===== config.mk =====
export PLATFORM = sky130hd
export DESIGN_NAME = lwc_arbiter
export DESIGN_NICKNAME = d
export VERILOG_FILES = /design/src/rtl/lwc_arbiter.sv
export SDC_FILE = /design/constraint.sdc
export NUM_CORES = 1
export LEC_CHECK = 0
export CAP_MARGIN = 5
export CORE_AREA = 4 4 120 122
export CTS_CLUSTER_DIAMETER = 200
export DETAILED_ROUTE_END_ITERATION = 10
export DIE_AREA = 0 0 124 126
export HOLD_SLACK_MARGIN = 0.05
export PLACE_DENSITY = 0.62
export SYNTH_ARGS = -nofsm -noshare
export SYNTH_HDL_FRONTEND = slang
export SYNTH_SLANG_ARGS = --single-unit

===== constraint.sdc =====
create_clock -name clk -period 1.7 [get_ports clk]
set_input_delay 0.34 -clock clk [delete_from_list [all_inputs] [get_ports clk]]
set_output_delay 0.34 -clock clk [all_outputs]
set_load 0.01 [all_outputs]

===== src/rtl/lwc_arbiter.sv =====
// lwc_arbiter: lets two clients share one LWC (Ascon) core.
//
// Each grant covers one whole message. Grants alternate round-robin between
// the two clients. A grant ends on the core's last DO word handshake. While a
// client holds the grant, its PDI/SDI/DO streams are wired straight through to
// the core with no added latency. The other client sees all-zero outputs.
//
// Optional feature, enabled by defining LWC_ARB_WDT_EN:
//   A stall watchdog. If a grant makes no handshake for WDT_CYCLES cycles, the
//   grant is dropped. The arbiter then pulses wdt_abort high and core_rst low
//   for one cycle.

module lwc_arbiter #(
  parameter int unsigned W          = 32,
  parameter int unsigned WDT_CYCLES = 1024
) (
  input  logic         clk,
  input  logic         rst,

  // client 0
  input  logic [W-1:0] c0_pdi_data,
  input  logic         c0_pdi_valid,
  output logic         c0_pdi_ready,
  input  logic [W-1:0] c0_sdi_data,
  input  logic         c0_sdi_valid,
  output logic         c0_sdi_ready,
  output logic [W-1:0] c0_do_data,
  output logic         c0_do_valid,
  output logic         c0_do_last,
  input  logic         c0_do_ready,

  // client 1
  input  logic [W-1:0] c1_pdi_data,
  input  logic         c1_pdi_valid,
  output logic         c1_pdi_ready,
  input  logic [W-1:0] c1_sdi_data,
  input  logic         c1_sdi_valid,
  output logic         c1_sdi_ready,
  output logic [W-1:0] c1_do_data,
  output logic         c1_do_valid,
  output logic         c1_do_last,
  input  logic         c1_do_ready,

  // shared core
  output logic [W-1:0] core_pdi_data,
  output logic         core_pdi_valid,
  input  logic         core_pdi_ready,
  output logic [W-1:0] core_sdi_data,
  output logic         core_sdi_valid,
  input  logic         core_sdi_ready,
  input  logic [W-1:0] core_do_data,
  input  logic         core_do_valid,
  input  logic         core_do_last,
  output logic         core_do_ready,

  // status
  output logic         busy,
  output logic         owner
`ifdef LWC_ARB_WDT_EN
  ,
  output logic         wdt_abort,
  output logic         core_rst
`endif
);

  typedef enum logic {
    ST_IDLE = 1'b0,
    ST_BUSY = 1'b1
  } state_t;

  state_t state_q, state_d;
  logic   owner_q, owner_d;
  logic   last_served_q, last_served_d;

  logic   req0, req1;
  logic   msg_done;

  assign req0 = c0_pdi_valid | c0_sdi_valid;
  assign req1 = c1_pdi_valid | c1_sdi_valid;

`ifdef LWC_ARB_WDT_EN
  localparam int unsigned CNT_W = (WDT_CYCLES > 1) ? $clog2(WDT_CYCLES) : 1;
  localparam logic [CNT_W-1:0] WDT_LAST = CNT_W'(WDT_CYCLES - 1);

  logic [CNT_W-1:0] stall_cnt_q, stall_cnt_d;
  logic             any_hs;
  logic             wdt_fire;
  logic             wdt_abort_q;
  logic             core_rst_q;
`else
  // The stall limit only matters when the watchdog is built in.
  logic unused_wdt_cfg;
  assign unused_wdt_cfg = ^WDT_CYCLES;
`endif

  // State, grant owner and round-robin history registers.
  always_ff @(posedge clk) begin
    // NOTE: all sequential state uses non-blocking assignments. This way every
    // register samples the values from before the edge, whatever order the
    // blocks are evaluated in.
    if (!rst) begin
      state_q       <= ST_IDLE;
      owner_q       <= 1'b0;
      last_served_q <= 1'b1;
    end else begin
      state_q       <= state_d;
      owner_q       <= owner_d;
      last_served_q <= last_served_d;
    end
  end

  // Next-state arbitration and combinational stream forwarding for the owner.
  always_comb begin
    // NOTE: every signal written here gets a default first. Any path that
    // leaves a signal unassigned would otherwise infer a latch.
    state_d        = state_q;
    owner_d        = owner_q;
    last_served_d  = last_served_q;
    msg_done       = 1'b0;

    core_pdi_data  = '0;
    core_pdi_valid = 1'b0;
    core_sdi_data  = '0;
    core_sdi_valid = 1'b0;
    core_do_ready  = 1'b0;

    c0_pdi_ready   = 1'b0;
    c0_sdi_ready   = 1'b0;
    c0_do_data     = '0;
    c0_do_valid    = 1'b0;
    c0_do_last     = 1'b0;

    c1_pdi_ready   = 1'b0;
    c1_sdi_ready   = 1'b0;
    c1_do_data     = '0;
    c1_do_valid    = 1'b0;
    c1_do_last     = 1'b0;

`ifdef LWC_ARB_WDT_EN
    stall_cnt_d    = '0;
    any_hs         = 1'b0;
    wdt_fire       = 1'b0;
`endif

    unique case (state_q)
      ST_IDLE: begin
        // Everything stays quiet. The grant is decided now and takes effect
        // next cycle.
        if (req0 | req1) begin
          state_d = ST_BUSY;
          if (req0 && req1) begin
            owner_d = ~last_served_q;
          end else begin
            owner_d = req1;
          end
        end
      end

      ST_BUSY: begin
        // Core-facing side follows the owner's streams.
        core_pdi_data  = owner_q ? c1_pdi_data  : c0_pdi_data;
        core_pdi_valid = owner_q ? c1_pdi_valid : c0_pdi_valid;
        core_sdi_data  = owner_q ? c1_sdi_data  : c0_sdi_data;
        core_sdi_valid = owner_q ? c1_sdi_valid : c0_sdi_valid;
        core_do_ready  = owner_q ? c1_do_ready  : c0_do_ready;

        // Client-facing side: only the owner sees the core. The other client
        // stays at zero.
        if (owner_q) begin
          c1_pdi_ready = core_pdi_ready;
          c1_sdi_ready = core_sdi_ready;
          c1_do_data   = core_do_data;
          c1_do_valid  = core_do_valid;
          c1_do_last   = core_do_last;
        end else begin
          c0_pdi_ready = core_pdi_ready;
          c0_sdi_ready = core_sdi_ready;
          c0_do_data   = core_do_data;
          c0_do_valid  = core_do_valid;
          c0_do_last   = core_do_last;
        end

        // Only a real handshake of the last DO word ends the message. A stray
        // last flag without valid is ignored.
        msg_done = core_do_valid & core_do_ready & core_do_last;
        if (msg_done) begin
          state_d       = ST_IDLE;
          last_served_d = owner_q;
        end

`ifdef LWC_ARB_WDT_EN
        // Any handshake on any stream counts as progress.
        any_hs = (core_pdi_valid & core_pdi_ready)
               | (core_sdi_valid & core_sdi_ready)
               | (core_do_valid  & core_do_ready);
        if (any_hs) begin
          stall_cnt_d = '0;
        end else if (stall_cnt_q == WDT_LAST) begin
          wdt_fire      = 1'b1;
          stall_cnt_d   = '0;
          state_d       = ST_IDLE;
          last_served_d = owner_q;
        end else begin
          stall_cnt_d = stall_cnt_q + CNT_W'(1);
        end
`endif
      end
    endcase
  end

`ifdef LWC_ARB_WDT_EN
  // Stall counter and the one-cycle abort / core reset pulses.
  always_ff @(posedge clk) begin
    if (!rst) begin
      stall_cnt_q <= '0;
      wdt_abort_q <= 1'b0;
      core_rst_q  <= 1'b1;
    end else begin
      stall_cnt_q <= stall_cnt_d;
      wdt_abort_q <= wdt_fire;
      core_rst_q  <= ~wdt_fire;
    end
  end

  assign wdt_abort = wdt_abort_q;
  assign core_rst  = core_rst_q;
`endif

  assign busy  = (state_q == ST_BUSY);
  assign owner = owner_q;

endmodule

Yosys cells after proc, flatten, opt, wreduce, memory -nomap -nowiden

Cells that the tools add are included.
Widths: inputs -> output; s select.

Reduce and logical (&&, ||, !) cells: 3
Bitwise gates (word level): 7
Muxes and demuxes: 34

Operator list:

| kind              | number |
|---|---|
| $mux 32           | 8 |
| $mux 1            | 25 |
| $reduce_and 2->1  | 2 |
| $or 1x1->1        | 3 |
| $and 1x1->1       | 2 |
| $not 1->1         | 2 |
| $pmux 1 s2        | 1 |
| $logic_and 1x1->1 | 1 |

Input bits: 172
Bits in registers: 3

Longest topological paths before layout

Gate-level depths: netlist (run 1).

Depth in word-level cells: 5
Gate-level depth with buffers: 5

Worst setup path after synthesis (run 1)

Ideal clock, no wire load.

Path type: reg2out
Start point: register owner_q (netlist: owner)
End point: output port core_pdi_data[0]
Path buffers: 3
Required time: 1.360 ns
Stages on the path, launching flop included: 6
Setup slack: 0.283 ns
Data arrival time: 1.077 ns
Path through: dfxtp_1 buf_4 buf_12 buf_12 mux2i_1 nor2b_1

Cells in the longest elaborated chain, start to end: 2

Ends and longest elaborated chain:

| what                   | line | source |
|---|---|---|
| from (decl)            | 72   | `logic owner_q, owner_d;` |
| from (signal assigned) | 107  | `owner_q <= owner_d;` |
| $mux 32                | 161  | `core_pdi_data = owner_q ? c1_pdi_data : c0_pdi_data;` |
| $mux 32                | 145  | `unique case (state_q)` |
| to (decl)              | 45   | `output logic [W-1:0] core_pdi_data,` |

Every way passes these cells.

Final worst setup path (run 1)

Start point: register owner_q (netlist: owner)
End point: output port core_pdi_data[29]

The elaborated chain is that of the path after synthesis.

==> results.md, run 1 <==
- Maxcap violations: 0
- Hold Path Class: reg2reg
- Layout cell share with drive strength beyond 1: 0.4248
- Largest delay share family, worst path: buffers and inverters
- Yosys warns: 0
- Initial drt markers: 50
- Pin count of the biggest net entering global routing: 39
- Avg WL per Cell: 17.50 µm
- HPWL Detailed: 9914 µm
- Clk_skew: 0.0005679 ns
- Core Box Area: 13,190 µm²
- Synthesized cell area: 1901 µm²
- Static leakage: 2.710 nW
- Setup WS post-layout: -0.1382 ns
- DR vias/cell: 4.152
- Final Max Slew Viols: 0
- Synth area leaders: mux2i_1 (35%), nor2b_1 (22%), and2_1 (12%)
- Worst ir drop on vdd: 0.2007 mV
- Total congestion overflow: 0
- Layout Area Growth over Synthesis: 206.1%
- Fin crit share: 1.081
- IO Port Bufs: 312
- Critical Path Max Stage Delay: about 0.36 ns
- Peak fanout along the critical path: 8
- FP Rows: 42
- Nets: 785
- Syn nets: 421
- Post-synthesis area per instance: roughly 7.6 µm²
- Number of antenna diodes: 0
- Antenna Nets Post-Route: 0
- Fmax: 0.5440 GHz
- Endpoints failing setup: 75
- Initial Util: 0.1441
- Fin crit period: 1.838 ns
- Worst-path clk slew: 0.03 ns
- Bufs on Longest Clock Path: 2
- Yosys cell types: 19
- Run status: finished, violations left
- Crit path DAT: 1.50 ns
- Least-Margin Pin Slew: 0.2931 ns
- Post-synthesis sequential area ratio: 0.03160
- Pwr per Cell Area: 346.6 nW/µm²
- Die W: 124 µm
- Type of destination of the critical path: output port
- Worst EP required: around 1.4 ns
- Leading area contributor after synthesis: mux2i_1
- H-tree Lvls: 1
- Post-synth top flop: dfxtp_1
- Via count: 3,272
- Initial antenna violation count: 0
- Slowest CP cell: dfxtp_4
- Max-Slew Margin vs Limit: 0.8020
- Crit path launch type: register
- Post-synth EDFFs: 0
- Total CTS buffers: 3
- Hold Path Stages: 2
- DRC viols: 0
- Hold_buf cts: 0
- Total GRT Usage: 0.1460
- Die Height: 126 µm
- Number of fill cells: approximately 1,300
- Routed WL: 13,790 µm
- TritonCTS clock tree: done
- Synth top area share: 0.3529
- Failing checks: setup timing
- Sinks on Clock Net: 3
- Setup CP Type: reg2out
- Post-synth ARST share: 0
- Worst path cell trace: buf_12 > buf_12 > buf_12 > buf_6 > mux2i_1 > nor2b_1 > buf_2
- Skew-Pair Late Insertion Delay: approximately 0.22 ns
- GPL Wtd Cong: a little under 0.9
- CTS root buf: clkbuf_16
- Vias in the first global route: 3,437
- Synth cell count leaders: mux2i_1 (67), nor2b_1 (67), and2_1 (36), and3_1 (36), clkbuf_1 (10)
- Final hold vios: 0
- Unrepaired setup endpoints after global routing: yes
- R2R depth: 8
- DR pass1 iterations: 4
- Post-route insts no fill: 788
- Final total power: approximately 2.0 mW
- Yosys reg bits: 3
- Critical path depth: 7
- I/O pins: 313
- CP bufs+invs: 5
- Mapped Cells: 249
- Die area: 15,620 µm²
- First-pass GRT wire length: 18,000 µm
- Crit path top cell by count: buf_12
- Placed instance count: 736
layout by cell type, fill, tap and decap left out, types with 2 or more instances in the layout:
master,instances
buf_6,59
and2_4,35
nand3_1,3
clkdlybuf4s15_1,2
buf_12,14
dlymetal6s2s_1,2
nor2b_1,66
clkbuf_16,7
mux2i_2,4
and3_1,35
nor2_1,2
buf_8,3
o21ai_0,2
clkbuf_2,45
buf_2,56
clkdlybuf4s50_1,171
dfxtp_4,2
buf_16,5
mux2i_4,3
mux2i_1,60
buf_4,24
kinds of logic after synthesis:
kind of cell           share of synthesized area
AO/OA/AOI/OAI                            0.02173
buffers and inverters                     0.1139
flip-flops                               0.03160
multiplexers                              0.3529
AND/OR/NAND/NOR                           0.4799
per-layer routing:
metal	up-vias	wire, µm	track usage
met5	-	0	0
met4	0	172	0.02964
met3	10	1382	0.03498
met2	173	7834	0.3007
met1	1513	4403	0.1422
li1	1576	-	-
repair_timing:
| item | 4_1_cts | 5_1_grt |
|---|---|---|
| setup endpoints to repair | 141 | 96 |
| gates resized for setup | 389 | 253 |
| gates cloned | 6 | 5 |
| pin swaps | 0 | 31 |
| endpoints found under the hold margin | 0 | 0 |
| buffers inserted | 13 | 27 |
tightest hold or removal path, cell delays in order, from the launching register on:
cell and delay, ns:
dfxtp_1 0.31, o21ai_0 0.07, nand3_1 0.07
registers in the layout, summed over array words and instances (netlist names):
| register | count |
|---|---|
| owner | 1 |
| last_served_q | 1 |
| busy | 1 |
final cells by class:
| type | instances | area, µm² | area share |
|---|---|---|---|
| multi-input combinational | 219 | 1772 | 0.3046 |
| sequential | 3 | 67.56 | 0.01162 |
| timing repair buffer | 386 | 3679 | 0.6324 |
| clock buffer | 4 | 78.83 | 0.01355 |
| tap | 176 | 220.2 | 0.03786 |
worst paths after layout:
path | slack, ns | to | start
max | -0.14 | core_pdi_data[29] | owner$_SDFFE_PN0P_
min | 0.51 | last_served_q$_SDFFE_PN1P_ | last_served_q$_SDFFE_PN1P_
max reg2reg | 0.15 | busy$_SDFF_PN0_ | owner$_SDFFE_PN0P_
min reg2reg | 0.51 | last_served_q$_SDFFE_PN1P_ | last_served_q$_SDFFE_PN1P_
metrics by stage:
stage / hold WS [ns] / worst slack [ns] / cell area, µm² / setup TNS [ns] / utilization
floorplan: 0.4118 / 0.2826 / 1901 / 0 / -
global placement: 0.5008 / -0.2937 / 5315 / -20.98 / 0.4030
detailed placement: 0.5124 / -0.2902 / 5315 / -22.02 / 0.4030
CTS: 0.5165 / -0.2155 / 5418 / -5.046 / 0.4107
global route: 0.5730 / -0.1842 / 5817 / -9.635 / 0.4410
finish: 0.5093 / -0.1382 / 5817 / -5.122 / 0.4410
power by group:
group	total (mW)	switching (mW)	internal (mW)
registers	0.0819	0.00782	0.0741
logic	1.56	0.557	1.01
clock network	0.371	0.0619	0.309
Power figures use the tool's default switching activity.
==> run 2, diff against run 1 <==
Settings changed: ABC_CLOCK_PERIOD_IN_PS set to 1700, REMOVE_ABC_BUFFERS set to 1.
==> run 2 against run 1 <==
Effect of this change:
- the run still ends with setup timing left
- power fell by 8.0%
- final cell count fell by 1.3%
- worst setup slack got worse by 0.027 ns
- via count fell by 3.6%
- combinational power fell by 10%
- first-iteration DRC count fell by 38%
- die area did not move
- largest cell class unchanged
- largest power group unchanged
- highest routed layer unchanged
==> results.md, run 2 (synthesized netlist as in run 1, its figures left out) <==
- Post-DP Area: 5270 µm²
- CTS root buf: clkbuf_16
- Most frequent cells in the layout: clkdlybuf4s50_1 (171), buf_2 (79), nor2b_1 (63)
- Avg WL per Cell: 16.23 µm
- Run status: finished, violations left
- Die area: 15,620 µm²
- Number of fill cells: ~1,300
- I/O pins: 313
- Critical path depth: 7
- Crit path DAT: around 1.5 ns
- IO Port Bufs: 312
- Hold Path Class: reg2reg
- Commonest non-fill, non-tap cell in the layout: clkdlybuf4s50_1
- Layout cell share with drive strength beyond 1: 0.3621
- First-pass GRT wire length: around 17,000 µm
- Core Box Area: about 13,000 µm²
- Bufs on Longest Clock Path: 2
- Setup CP Type: reg2out
- Unrepaired setup endpoints after global routing: yes
- End of the critical path: core_pdi_data[23]
- CP bufs+invs: 5
- Static leakage: 2.636 nW
- Final Max Slew Viols: 0
- Reg power frac: 0.046
- Die W: 124 µm
- Fin crit share: 1.097
- Placed instance count: 730
- Fin crit period: 1.865 ns
- Layout Area Growth over Synthesis: 188.3%
- Crit path top cell by count: buf_6
- Slowest CP cell: dfxtp_4
- Peak fanout along the critical path: 8
- Largest delay share family, worst path: buffers and inverters
- HPWL Detailed: 9115 µm
- Hold_buf cts: 0
- Least-Margin Pin Slew: 0.3041 ns
- Via count: 3,154
- DR pass1 iterations: 4
- Crit path launch type: register
- Critical Path Max Stage Delay: 0.39 ns
- DRC viols: 0
- Vias in the first global route: 3,157
- Maxcap violations: 0
- Worst ir drop on vdd: about 0.21 mV
- Sw Pwr: 589.8 µW
- TritonCTS clock tree: done
- Final instance area: 5480 µm²
- Antenna Nets Post-Route: 0
- Initial antenna violation count: 0
- Reg-to-reg slack, setup: 0.23 ns
- Post-route insts no fill: 778
- Pwr per Cell Area: roughly 340 nW/µm²
- Sinks on Clock Net: 3
- Multi-input combinational cell area: 1720 µm²
- Setup WS post-layout: -0.1650 ns
- Part of the power in the clock network: 0.201
- Skew-Pair Late Insertion Delay: 0.22 ns
- Die Height: around 130 µm
- Failing checks: setup timing
- Initial Util: 0.1441
- Total GRT Usage: 0.1309
- Worst path cell trace: buf_12 > buf_4 > buf_6 > buf_6 > mux2i_4 > nor2b_1 > buf_2
- Type of destination of the critical path: output port
- R2R depth: 7
- Critical path origin: owner$_SDFFE_PN0P_
- Endpoints failing setup: 75
- Routed WL: 12,630 µm
- Pin count of the biggest net entering global routing: 53
- GPL Wtd Cong: ~0.77
- Clk_skew: 0.0005096 ns
- Number of antenna diodes: 0
- Fmax: 0.5362 GHz
- Register Area: between 60 and 70 µm²
- Worst-path clk slew: ~0.030 ns
- Final hold vios: 0
- RR Startpoint: owner$_SDFFE_PN0P_
- Nets: 775
- RR Endpoint: busy$_SDFF_PN0_
- Total congestion overflow: 0
- Combinational Power Share: 0.753
- H-tree Lvls: 1
- DR vias/cell: 4.054
- Pint: 1.266 mW
- Worst EP required: between 1 and 1.5 ns
- Switching fraction of total power: 0.3178
- Total CTS buffers: 3
- Initial drt markers: 31
- Max-Slew Margin vs Limit: 0.7946
- FP Rows: 42
run 2: area by class of cell:
cell class                 count  share of cell area
timing repair buffer         376              0.6192
multi-input combinational    219              0.3139
tap                          176             0.04018
clock buffer                   4             0.01438
sequential                     3             0.01233
run 2: power groups by stage:
stage | clock, mW | sequential (mW) | combinational (mW)
4_1_cts | 0.380 | 0.0839 | 1.29
3_5_place_dp | 0 | 0.0847 | 1.33
6_report | 0.373 | 0.0846 | 1.40
2_1_floorplan | 0 | 0.137 | 0.375
3_3_place_gp | 0 | 0.0849 | 1.31
5_1_grt | 0.390 | 0.0857 | 1.50
run 2: worst register-to-register path: cells and delay by family, from the launching register on:
kind | cells | cell delay (ns)
flops | 1 | 0.44
compound gates | 1 | 0.17
mux | 1 | 0.22
buf+inv | 4 | 0.49
simple gates | 1 | 0.06
run 2: worst min-delay path by stage:
stage	from	to	cells after the start	slack, ns
global placement	last_served_q$_SDFFE_PN1P_	last_served_q$_SDFFE_PN1P_	2	0.49
finish	last_served_q$_SDFFE_PN1P_	last_served_q$_SDFFE_PN1P_	2	0.49
detailed placement	last_served_q$_SDFFE_PN1P_	last_served_q$_SDFFE_PN1P_	2	0.50
global route	last_served_q$_SDFFE_PN1P_	last_served_q$_SDFFE_PN1P_	2	0.55
floorplan	rst	last_served_q$_SDFFE_PN1P_	1	0.41
CTS	last_served_q$_SDFFE_PN1P_	last_served_q$_SDFFE_PN1P_	2	0.50
run 2: per-stage QoR:
stage | setup WS [ns] | TNS (ns) | power (mW) | hold slack [ns] | utilization
floorplan | -2.223 | -294.46 | 0.5119 | 0.4118 | -
finish | -0.1650 | -5.000 | 1.856 | 0.4919 | 0.4155
CTS | -0.3668 | -10.78 | 1.749 | 0.5008 | 0.3994
global route | -0.2441 | -11.09 | 1.976 | 0.5489 | 0.4155
detailed placement | -0.2887 | -21.21 | 1.410 | 0.4967 | 0.3995
global placement | -0.2638 | -20.12 | 1.398 | 0.4913 | 0.3995
run 2: per-layer routing:
layer	up-vias	global-route usage	routed length, µm
met5	-	0	0
li1	1552	-	-
met2	196	0.2564	6614
met4	0	0.01804	103
met3	10	0.04395	1532
met1	1396	0.1348	4378
run 2: what timing repair did:
action | CTS | global route
setup endpoints to repair | 141 | 121
pin swaps | 0 | 1
buffers inserted | 17 | 22
cloned | 3 | 8
resized for setup | 350 | 193
==> run 3, diff against run 2 <==
Settings changed: CORE_AREA 4 4 120 122 to 4 4 121 123, CTS_BUF_LIST set to sky130_fd_sc_hd__clkbuf_8, DIE_AREA 0 0 124 126 to 0 0 125 127, PLACE_DENSITY 0.62 to 0.61.
==> run 3 against run 2 <==
Effect of this change:
- the run still ends with setup timing left
- via count is 1.3% higher
- flip-flop and latch count stayed put
- core utilization is 2.7 points higher
- clock-buffer cell count is 1 lower
- hold slack better by 0.0068 ns
- combinational power is 12% higher
- fmax is 3.6% higher
- clock skew is 0.0031 ns higher
==> results.md, run 3 (synthesized netlist as in run 1, its figures left out) <==
- DR pass1 iterations: 4
- Die W: 125 µm
- Unrepaired setup endpoints after global routing: yes
- Maxcap violations: 0
- H-tree Lvls: 1
- DR vias/cell: 4.086
- HPWL Detailed: about 9500 µm
- Crit path DAT: 1.46 ns
- Final hold vios: 0
- Via count: 3,195
- Final setup TNS: -2.162 ns
- Total GRT Usage: 0.1484
- Endpoints failing setup: 56
- Sinks on Clock Net: 3
- Initial drt markers: 40
- Initial antenna violation count: 0
- IO Port Bufs: 312
- Pwr per Cell Area: 306.6 nW/µm²
- Static leakage: 2.634 nW
- Clk_skew: 0.003641 ns
- Worst ir drop on vdd: approximately 0.19 mV
- Bufs on Longest Clock Path: 2
- Fmax: 0.5554 GHz
- Setup WS post-layout: -0.1006 ns
- First-pass GRT wire length: 19,110 µm
- Pin count of the biggest net entering global routing: 49
- Die area: 15,880 µm²
- Worst-path clk slew: 0.03 ns
- DRC viols: 0
- Setup CP Type: reg2out
- Failing checks: setup timing
- Type of destination of the critical path: output port
- Worst EP required: approximately 1.4 ns
- Routed WL: 13,270 µm
- Max-Slew Margin vs Limit: 0.7735
- Final Max Slew Viols: 0
- Hold_buf cts: 0
- Hold Path Class: reg2reg
- Run status: finished, violations left
- Antenna Nets Post-Route: 0
- Total congestion overflow: 0
- Fin crit period: approximately 1.8 ns
- TritonCTS clock tree: done
- Post-DP Area: 5293 µm²
- Crit path launch type: register
- Placed instance count: 738
- Commonest non-fill, non-tap cell in the layout: clkdlybuf4s50_1
- I/O pins: 313
- Finished Core Util: 0.4426
- Most frequent cells in the layout: clkdlybuf4s50_1 (171), buf_6 (74), nor2b_1 (67)
- Fin crit share: 1.059
- Layout cell share with drive strength beyond 1: 0.4286
- Vias in the first global route: 3,472
- Layout Area Growth over Synthesis: 218.2%
- Peak fanout along the critical path: 7
- Post-route insts no fill: approximately 780
- GPL Wtd Cong: approximately 0.86
- Nets: 775
- Avg WL per Cell: approximately 17 µm
- Initial Util: 0.1391
- Total CTS buffers: 3
- FP Rows: 43
- Least-Margin Pin Slew: 0.3398 ns
- Number of antenna diodes: 0
- CTS root buf: clkbuf_8
- Skew-Pair Late Insertion Delay: 0.22 ns
- Core Box Area: 13,670 µm²
- Die Height: roughly 130 µm
- DP Worst Slack: -0.3276 ns
- Number of fill cells: ~1,300
- Final instance area: 6048 µm²
run 3: worst paths after layout:
kind / start / to / slack, ns / depth (start not counted)
worst max register to register: owner$_SDFFE_PN0P_ / busy$_SDFF_PN0_ / 0.35 / 6
worst min register to register: last_served_q$_SDFFE_PN1P_ / last_served_q$_SDFFE_PN1P_ / 0.50 / 2
worst min-delay path: last_served_q$_SDFFE_PN1P_ / last_served_q$_SDFFE_PN1P_ / 0.50 / 2
worst max-delay path: owner$_SDFFE_PN0P_ / core_sdi_data[5] / -0.10 / 7
run 3: power breakdown:
group / switching, mW / internal [mW] / total, mW
combinational: 0.558 / 1.01 / 1.57
sequential: 0.00476 / 0.0747 / 0.0794
clock: 0.0504 / 0.154 / 0.204
run 3: critical path, stage by stage, from the launching register on:
cell and delay [ns]:
dfxtp_4 0.35, buf_12 0.13, buf_12 0.14, buf_16 0.14
buf_6 0.11, mux2i_1 0.11, nor2b_1 0.11, buf_2 0.15
run 3: repair_timing:
action,CTS,global route
gates resized for setup,575,126
gates cloned,12,1
setup buffers,29,6
setup endpoints to repair,141,130
pin swaps,8,14
run 3: area by class of cell:
cell class                      count  area, µm²  area share
Clock buffer                        3      41.29    0.006827
Timing Repair Buffer              376       3864      0.6388
Multi-Input combinational cell    219       1849      0.3058
Clock inverter                      1      3.754   0.0006206
Tap cell                          180      225.2     0.03724
Sequential cell                     3      65.06     0.01076
run 3: per-stage QoR:
stage,hold WS (ns),total power [mW]
finish,0.4987,1.854
global route,0.5389,1.972
CTS,0.4912,1.760
detailed placement,0.4870,1.424
global placement,0.5013,1.414
floorplan,0.4118,0.5119
run 3: routing by layer:
layer	track usage	vias to the layer above	routed length, µm
li1	-	1561	-
met1	0.1577	1433	4800
met2	0.2933	187	7192
met3	0.03930	14	1075
met4	0.02997	0	197
met5	0	-	0
